`config.mk`:
```
export PLATFORM = sky130hd
export DESIGN_NAME = usb_port_scheduler
export DESIGN_NICKNAME = d
export VERILOG_FILES = /design/src/rtl/usb_port_scheduler_pkg.sv /design/src/rtl/usb_sched_timer.sv /design/src/rtl/usb_port_scheduler.sv
export SDC_FILE = /design/constraint.sdc
export NUM_CORES = 1
export LEC_CHECK = 0
export BUFFER_PORTS_ARGS = -buffer_cell sky130_fd_sc_hd__buf_2
export CORE_UTILIZATION = 59
export DETAILED_ROUTE_END_ITERATION = 12
export GPL_TIMING_DRIVEN = 0
export MAX_ROUTING_LAYER = met4
export PLACE_DENSITY = 0.83
export SLEW_MARGIN = 0
export SYNTH_ARGS = -nofsm -noshare
export SYNTH_HDL_FRONTEND = slang
export SYNTH_SLANG_ARGS = --single-unit
```
`constraint.sdc`:
```
create_clock -name clk -period 3.7 [get_ports clk]
set_clock_uncertainty 0.1 [all_clocks]
set_input_delay 0.74 -clock clk [delete_from_list [all_inputs] [get_ports clk]]
set_output_delay 0.74 -clock clk [all_outputs]
set_load 0.02 [all_outputs]
```
`src/rtl/usb_port_scheduler_pkg.sv`:
```
`timescale 1ns/1ps
`default_nettype none
// +------------------------------------------------------------------------+
// | usb_port_scheduler_pkg                                                 |
// | Shared types and constants for the USB two-port scheduler.             |
// | Revision: 1.0                                                          |
// +------------------------------------------------------------------------+
package usb_port_scheduler_pkg;

    typedef enum logic [2:0] {
        ST_IDLE   = 3'd0,
        ST_SWITCH = 3'd1,
        ST_READ   = 3'd2,
        ST_WAIT   = 3'd3,
        ST_DONE   = 3'd4,
        ST_WRITE  = 3'd5
    } sched_state_t;

    localparam logic PORT0   = 1'b0;
    localparam logic PORT1   = 1'b1;
    localparam int   TIMER_W = 16;

    // Round-robin pick starting at ptr: bit1 = a port is available, bit0 = that port.
    function automatic logic [1:0] rr_pick(input logic [1:0] en, input logic ptr);
        logic [1:0] res;
        res = 2'b00;
        if (en[ptr]) begin
            res = {1'b1, ptr};
        end else if (en[~ptr]) begin
            res = {1'b1, ~ptr};
        end
        return res;
    endfunction

endpackage
`default_nettype wire

```
`src/rtl/usb_sched_timer.sv`:
```
`timescale 1ns/1ps
`default_nettype none
// +------------------------------------------------------------------------+
// | usb_sched_timer                                                        |
// | Loadable down-counter shared by the settle and read-timeout phases.    |
// | Counts down to zero and rests there; zero_o flags expiry.              |
// | Revision: 1.0                                                          |
// +------------------------------------------------------------------------+
module usb_sched_timer #(
    parameter int WIDTH = 16
) (
    input  logic             clk,
    input  logic             reset,
    input  logic             clear_i,
    input  logic             load_i,
    input  logic [WIDTH-1:0] load_val_i,
    output logic             zero_o
);

    localparam logic [WIDTH-1:0] ONE = {{(WIDTH-1){1'b0}}, 1'b1};

    logic [WIDTH-1:0] count_q;

    // Load has priority over clear; otherwise decrement until zero.
    always_ff @(posedge clk or posedge reset) begin
        if (reset) begin
            count_q <= '0;
        end else if (load_i) begin
            count_q <= load_val_i;
        end else if (clear_i) begin
            count_q <= '0;
        end else if (count_q != '0) begin
            count_q <= count_q - ONE;
        end
    end

    assign zero_o = (count_q == '0);

endmodule
`default_nettype wire

```
`src/rtl/usb_port_scheduler.sv`:
```
`timescale 1ns/1ps
`default_nettype none
// +------------------------------------------------------------------------+
// | usb_port_scheduler                                                     |
// | Drives the select of the two-port switcher: round-robin reads with a   |
// | bounded wait, priority writes, settle time after every select update.  |
// | Revision: 1.0                                                          |
// +------------------------------------------------------------------------+
module usb_port_scheduler
    import usb_port_scheduler_pkg::*;
#(
    parameter int SETTLE_CYCLES  = 2,
    parameter int TIMEOUT_CYCLES = 255
) (
    input  logic       clk,
    input  logic       reset,
    input  logic [1:0] ch_en,
    output logic       sel,
    output logic       rd,
    output logic       wr,
    input  logic       drdy,
    input  logic [7:0] d,
    input  logic       wr_req,
    input  logic       wr_ch,
    output logic       wr_ack,
    output logic       out_valid,
    output logic [7:0] out_data,
    output logic       out_ch,
    output logic       timeout_err,
    output logic       timeout_ch
);

    // The timer reads zero on the last cycle of a phase, so load N-1.
    localparam logic [TIMER_W-1:0] SETTLE_LOAD  = TIMER_W'(SETTLE_CYCLES - 1);
    localparam logic [TIMER_W-1:0] TIMEOUT_LOAD = TIMER_W'(TIMEOUT_CYCLES - 1);

    sched_state_t       state_q;
    logic               tgt_q;
    logic               op_wr_q;
    logic               rr_ptr_q;
    logic               sel_q;
    logic               rd_q;
    logic               wr_q;
    logic               wr_ack_q;
    logic               out_valid_q;
    logic [7:0]         out_data_q;
    logic               out_ch_q;
    logic               timeout_err_q;
    logic               timeout_ch_q;

    logic [1:0]         arb_d;
    logic               start_d;
    logic               tmr_load_d;
    logic               tmr_clear_d;
    logic [TIMER_W-1:0] tmr_val_d;
    logic               tmr_zero;

    assign arb_d       = rr_pick(ch_en, rr_ptr_q);
    assign start_d     = (state_q == ST_IDLE) && (wr_req || arb_d[1]);
    assign tmr_clear_d = (state_q == ST_IDLE) && !start_d;

    // Timer loads: settle time when a transaction starts, timeout when a read misses drdy.
    always_comb begin
        tmr_load_d = 1'b0;
        tmr_val_d  = SETTLE_LOAD;
        if (start_d) begin
            tmr_load_d = 1'b1;
            tmr_val_d  = SETTLE_LOAD;
        end else if ((state_q == ST_READ) && !drdy) begin
            tmr_load_d = 1'b1;
            tmr_val_d  = TIMEOUT_LOAD;
        end
    end

    usb_sched_timer #(
        .WIDTH (TIMER_W)
    ) u_timer (
        .clk        (clk),
        .reset      (reset),
        .clear_i    (tmr_clear_d),
        .load_i     (tmr_load_d),
        .load_val_i (tmr_val_d),
        .zero_o     (tmr_zero)
    );

    // Sequencer: arbitration, settle, strobes, capture and timeout; every output registered here.
    always_ff @(posedge clk or posedge reset) begin
        if (reset) begin
            state_q       <= ST_IDLE;
            tgt_q         <= PORT0;
            op_wr_q       <= 1'b0;
            rr_ptr_q      <= PORT0;
            sel_q         <= PORT0;
            rd_q          <= 1'b0;
            wr_q          <= 1'b0;
            wr_ack_q      <= 1'b0;
            out_valid_q   <= 1'b0;
            out_data_q    <= 8'h00;
            out_ch_q      <= PORT0;
            timeout_err_q <= 1'b0;
            timeout_ch_q  <= PORT0;
        end else begin
            rd_q          <= 1'b0;
            wr_q          <= 1'b0;
            wr_ack_q      <= 1'b0;
            out_valid_q   <= 1'b0;
            timeout_err_q <= 1'b0;
            case (state_q)
                ST_IDLE: begin
                    // Pending writes beat polling; sel only ever moves here.
                    if (wr_req) begin
                        tgt_q   <= wr_ch;
                        sel_q   <= wr_ch;
                        op_wr_q <= 1'b1;
                        state_q <= ST_SWITCH;
                    end else if (arb_d[1]) begin
                        tgt_q   <= arb_d[0];
                        sel_q   <= arb_d[0];
                        op_wr_q <= 1'b0;
                        state_q <= ST_SWITCH;
                    end
                end
                ST_SWITCH: begin
                    if (tmr_zero) begin
                        if (op_wr_q) begin
                            wr_q     <= 1'b1;
                            wr_ack_q <= 1'b1;
                            state_q  <= ST_WRITE;
                        end else begin
                            rd_q    <= 1'b1;
                            state_q <= ST_READ;
                        end
                    end
                end
                ST_READ: begin
                    if (drdy) begin
                        out_data_q  <= d;
                        out_ch_q    <= tgt_q;
                        out_valid_q <= 1'b1;
                        state_q     <= ST_DONE;
                    end else begin
                        state_q <= ST_WAIT;
                    end
                end
                ST_WAIT: begin
                    // Data arriving on the expiry cycle still counts as a success.
                    if (drdy) begin
                        out_data_q  <= d;
                        out_ch_q    <= tgt_q;
                        out_valid_q <= 1'b1;
                        state_q     <= ST_DONE;
                    end else if (tmr_zero) begin
                        timeout_err_q <= 1'b1;
                        timeout_ch_q  <= tgt_q;
                        rr_ptr_q      <= ~tgt_q;
                        state_q       <= ST_IDLE;
                    end
                end
                ST_DONE: begin
                    rr_ptr_q <= ~tgt_q;
                    state_q  <= ST_IDLE;
                end
                ST_WRITE: begin
                    state_q <= ST_IDLE;
                end
                default: begin
                    state_q <= ST_IDLE;
                end
            endcase
        end
    end

    assign sel         = sel_q;
    assign rd          = rd_q;
    assign wr          = wr_q;
    assign wr_ack      = wr_ack_q;
    assign out_valid   = out_valid_q;
    assign out_data    = out_data_q;
    assign out_ch      = out_ch_q;
    assign timeout_err = timeout_err_q;
    assign timeout_ch  = timeout_ch_q;

endmodule
`default_nettype wire

```
---- Word level (Yosys, flattened, before mapping) ----
Cells that the tools add are included.
storage, ports and cells
  logic and storage cells ................. 84
  output and inout bits ................... 16
  register bits after elaboration ......... 36
  input port bits ......................... 15
operators by class
  order comparisons ....................... 2
  add/sub/neg operators ................... 1
  reductions and logical operators ........ 18
  eq/ne operators ......................... 9
  muxes and demuxes ....................... 39
  bitwise operators ....................... 3
operators by type and width
  kind                                                 count
  two-way mux 16 bit                                   3
  two-way mux 1 bit                                    23
  two-way mux 3 bit                                    7
  zero test 16 bit                                     1
  two-way mux 8 bit                                    2
  nonzero test 16 bit                                  1
  subtractor 16 x 1 -> 16 bit, second input constant   1
  case mux 3 bit (4 select lines)                      1
  AND reduction 3 bit                                  3
  equality test 3 x 2 -> 1 bit, second input constant  2
  inequality test 2 bit, second input constant         3
  inequality test 3 bit, second input constant         2
  < comparator 1 x 2 -> 1 bit, second input constant   2
  two-way mux 2 bit                                    2
  AND reduction 2 bit                                  2
  nonzero test 2 bit                                   2
  equality test 3 x 1 -> 1 bit, second input constant  1
  equality test 3 bit, second input constant           1
  logical AND 1 bit                                    3
  zero test 3 bit                                      1
  NOT 1 bit                                            3
  nonzero test 3 bit                                   1
  zero test 1 bit                                      2
  case mux 1 bit (2 select lines)                      1
  other kinds (2)                                      2

---- Depth between registers and ports, before layout ----
  depth in word-level cells ............... 11
  mapped depth ............................ 7

---- By module ----
Synthesis repeated with hierarchy kept, for this count alone.
second synthesis, totals
  cells, all modules ...................... 179
  area, all modules ....................... 1871.8 µm²
by module, submodules not included
  module              cells an instance  area an instance (µm²)  instances
  usb_sched_timer     104                953.4                   1
  usb_port_scheduler  75                 918.4                   1

---- Worst setup path after synthesis ----
No wires, ideal clock.
  kind .................................... register to register
  start ................................... register u_timer.count_q[0]
  end ..................................... register timeout_ch_q (netlist: timeout_ch)
  cell stages (with the launch flop) ...... 8
  clock period less this slack ............ 2.399 ns
  path slack .............................. 1.301 ns
  data arrival time ....................... 2.174 ns
  path through ............................ dfrtp_1 inv_1 ha_1 or4b_4 or3_4 buf_6 nor3_4 mux2_2
on the way
  cells in the longest elaborated chain, start to end .. 2
ends and longest elaborated chain
  element                               line                       source
  start, declared                       usb_sched_timer.sv:22      logic [WIDTH-1:0] count_q;
  start signal, assigned                usb_sched_timer.sv:29      count_q <= load_val_i;
  start signal, assigned                usb_sched_timer.sv:33      count_q <= count_q - ONE;
  zero test 16 bit                      usb_sched_timer.sv:37      assign zero_o = (count_q == '0);
  AND reduction 3 bit (no source line)  -
  end signal, assigned                  usb_port_scheduler.sv:154  timeout_ch_q <= tgt_q;
  end, declared                         usb_port_scheduler.sv:49   logic timeout_ch_q;
Every way passes these cells.
A chain may end at the register's enable or synchronous reset.

---- Final worst setup path ----
Ends and elaborated chain as after synthesis.

==> results_dict.tcl <==
set metrics [dict create \
    syn_area_per_cell_um2 10.5 \
    viasPerCell 6.00 \
    violations "design-rule violations" \
    netlist_instances 170 \
    port_buffers 30 \
    critical_path.max_fanout 10 \
    synthesis.area_mm2 0.00179 \
    placed_area_mm2 0.00198 \
    crit_arrival_ns 2.76 \
    hold_viol 0 \
    power_switching_w 0.000527 \
    finalCriticalPeriod_ns 2.64 \
    clockPowerShare_pct 16.5 \
    h-tree-depth 2 \
    setup_viol 0 \
    fp.coreArea_mm2 0.00281 \
    dp_slack_ns 1.09 \
    post-cts-setup-buffer-count 0 \
    grt_busiest_layer "met2" \
    cts_tree "done" \
    cts-resized-gates 0 \
    syn_to_final_growth_pct 13.9 \
    p_int_w 0.000805 \
    synth_common_cells "dfrtp_1 (36), mux2_2 (11), nand2_1 (11), nor2_1 (11)" \
    root_buffer "clkbuf_4" \
    grt_usage_pct 26.2 \
    wl_per_cell_um 15.4 \
    p_sw_share_pct 39.6 \
    critical_path_buf_inv_count 2 \
    wirelength_mm 3.67 \
    fmax_mhz 379 \
    path_cells "inv_1, ha_1, or4b_4, or3_4, buf_6, nor3_4, mux2_2" \
    max_slew_margin_pct 51.1 \
    met1_usage_pct 32.0 \
    ys.flop_type "dfrtp_1" \
    synthArstFlopShare_pct 100 \
    ys_top_cells_by_area "dfrtp_1 (50%), mux2_2 (6.9%), mux2i_1 (2.8%)" \
    globalRouteMet2Util_pct 42.0 \
    irDropWorstVdd_uv 407 \
    finalMaxSlewViolations 0 \
    cts.sinks 36 \
    die_h_um 57.0 \
    via_count 1435 \
    drc 4 \
    row_count 19 \
    hpwl_mm 2.60 \
    routabilityCongestion 0.845 \
    dr.pass1.iters 8 \
    cts_buffer_depth 2 \
    ios 31 \
    setup_ws_ns 1.06 \
    p_leak_nw 0.992 \
    synth_edf_count 0 \
    yosys_warnings 0 \
    synth-seq-cells 36 \
    finalCritPeriodShare_pct 71.3 \
    grt_pass1_wl_mm 6.21 \
    ant_nets 0 \
    cp-start-kind "flop" \
    rsz0062_at_grt "no" \
    gr-usage-met3_pct 6.80 \
    worstSkewPairLatency_ns 0.34 \
    grt_max_degree 37 \
    critical_path_depth 7 \
    combPwrFrac_pct 36.8 \
    cts-buffers-inserted 5 \
    crit_required_ns 3.83 \
    dieArea_mm2 0.00325 \
    seq_power_share_pct 46.7 \
    grt_pass1_vias 1405 \
    clk_pin_slew_ns 0.11 \
    slowest_delay_ns 0.53 \
    status "finished with violations" \
    dr.first_iter.drc_count 39 \
    yosysSeqAreaShare_pct 50.4 \
    drive_above_1_share_pct 29.8 \
    die_w_um 57.0 \
    fillers 225 \
    end_kind "flop" \
    maxCapViolCount 0 \
    path_class "reg2reg" \
    start_util_pct 63.7 \
    regArea_um2 901 \
    ys_types 39 \
    multi_input_area_um2 815 \
    setup_tns_ns 0 \
    p_per_area_mw_per_mm2 655 \
    fin_area_mm2 0.00203 \
    holdBufCountCts 0 \
    grt-ovfl-total 0 \
    path_delay_family "simple AND/OR/NAND/NOR gates" \
    yosysTopAreaCellShare_pct 50.4 \
    synth_most_common_cell "dfrtp_1" \
    worstMarginPinSlew_ns 0.732 \
    antenna_cells 0 \
    finalNetCount 223 \
    antenna_found_initial 0 \
    syn_nets 186 \
    rr_worst_depth 7 \
    hp-class "in2async" \
    slowest_stage "or4b_4" \
    synth_top_area_cell "dfrtp_1" \
]
routing by layer:
| layer | part of all wire (%) | routed length [um] |
|---|---|---|
| met5 | 0 | 0 |
| met1 | 44 | 1610 |
| met4 | 1.4 | 53 |
| met3 | 3.8 | 138 |
| met2 | 51 | 1880 |
cell type report:
cell class / instances / share of cell area, %
inverters: 8 / 1.48
clock buffers: 8 / 2.89
well taps: 31 / 1.91
flip-flops and latches: 36 / 44.3
repair buffers: 30 / 7.38
plain buffers: 8 / 2.03
multi-input cells: 118 / 40.0
layout by cell type, fill, tap and decap left out, drive strengths merged:
cell,instances
nand3b,1
o21ai,9
a21boi,1
or2,5
and2,2
or4,5
nor3,11
a2111o,1
nor4b,1
mux2i,5
mux2,11
clkbuf,14
buf,32
dfrtp,36
a211oi,5
or4b,1
o21a,2
nand2b,2
or3,6
inv,8
nor3b,1
a31oi,3
o211ai,1
xnor2,4
a21oi,5
nor2,11
nor4,3
nand2,11
nand3,3
ha,1
o31ai,5
nor2b,1
a21o,1
cell families after synthesis:
family,count (synthesis),share of synthesized area [%]
compound gates,33,12.1
xor+xnor,4,1.96
fa+ha+maj,1,0.700
buf+inv,16,3.99
flops,36,50.4
mux,16,9.73
simple gates,64,21.1
flip-flops by register name, indices dropped and copies added, names as in the netlist:
name,count
u_timer.count_q,16
out_data,8
state_q,3
op_wr_q,1
out_ch,1
out_valid,1
rd,1
rr_ptr_q,1
sel,1
timeout_ch,1
timeout_err,1
wr_ack,1
final timing paths:
| check | startpoint | to | slack [ns] |
|---|---|---|---|
| worst max-delay path | u_timer.count_q[0] | timeout_ch | 1.06 |
| min in group clk | out_ch | out_ch | 0.41 |
| worst max register to register | u_timer.count_q[0] | timeout_ch | 1.06 |
| worst min-delay path | reset | u_timer.count_q[10] | 0.41 |
| max in group asynchronous | reset | out_data[7] | 2.61 |
| worst min register to register | out_ch | out_ch | 0.41 |
through the flow:
stage | power [W] | utilization, % | std cells | hold slack [ns]
6_report | 0.00133 | 72.5 | 239 | 0.406
5_1_grt | 0.00143 | 72.5 | 239 | 0.423
3_5_place_dp | 0.00111 | 70.4 | 231 | 0.387
4_1_cts | 0.00133 | 72.5 | 239 | 0.411
2_1_floorplan | 0.000978 | - | 170 | 0.356
3_3_place_gp | 0.00108 | 70.4 | 231 | 0.382
power by group through the flow:
stage	Clock (W)	Combinational (W)	Sequential, W
after floorplan	0	0.000344	0.000633
after global placement	0	0.000462	0.000616
after detailed placement	0	0.000485	0.000629
after CTS	0.000224	0.000490	0.000619
after global routing	0.000238	0.000547	0.000640
final	0.000219	0.000490	0.000623
Power figures use the tool's default switching activity.
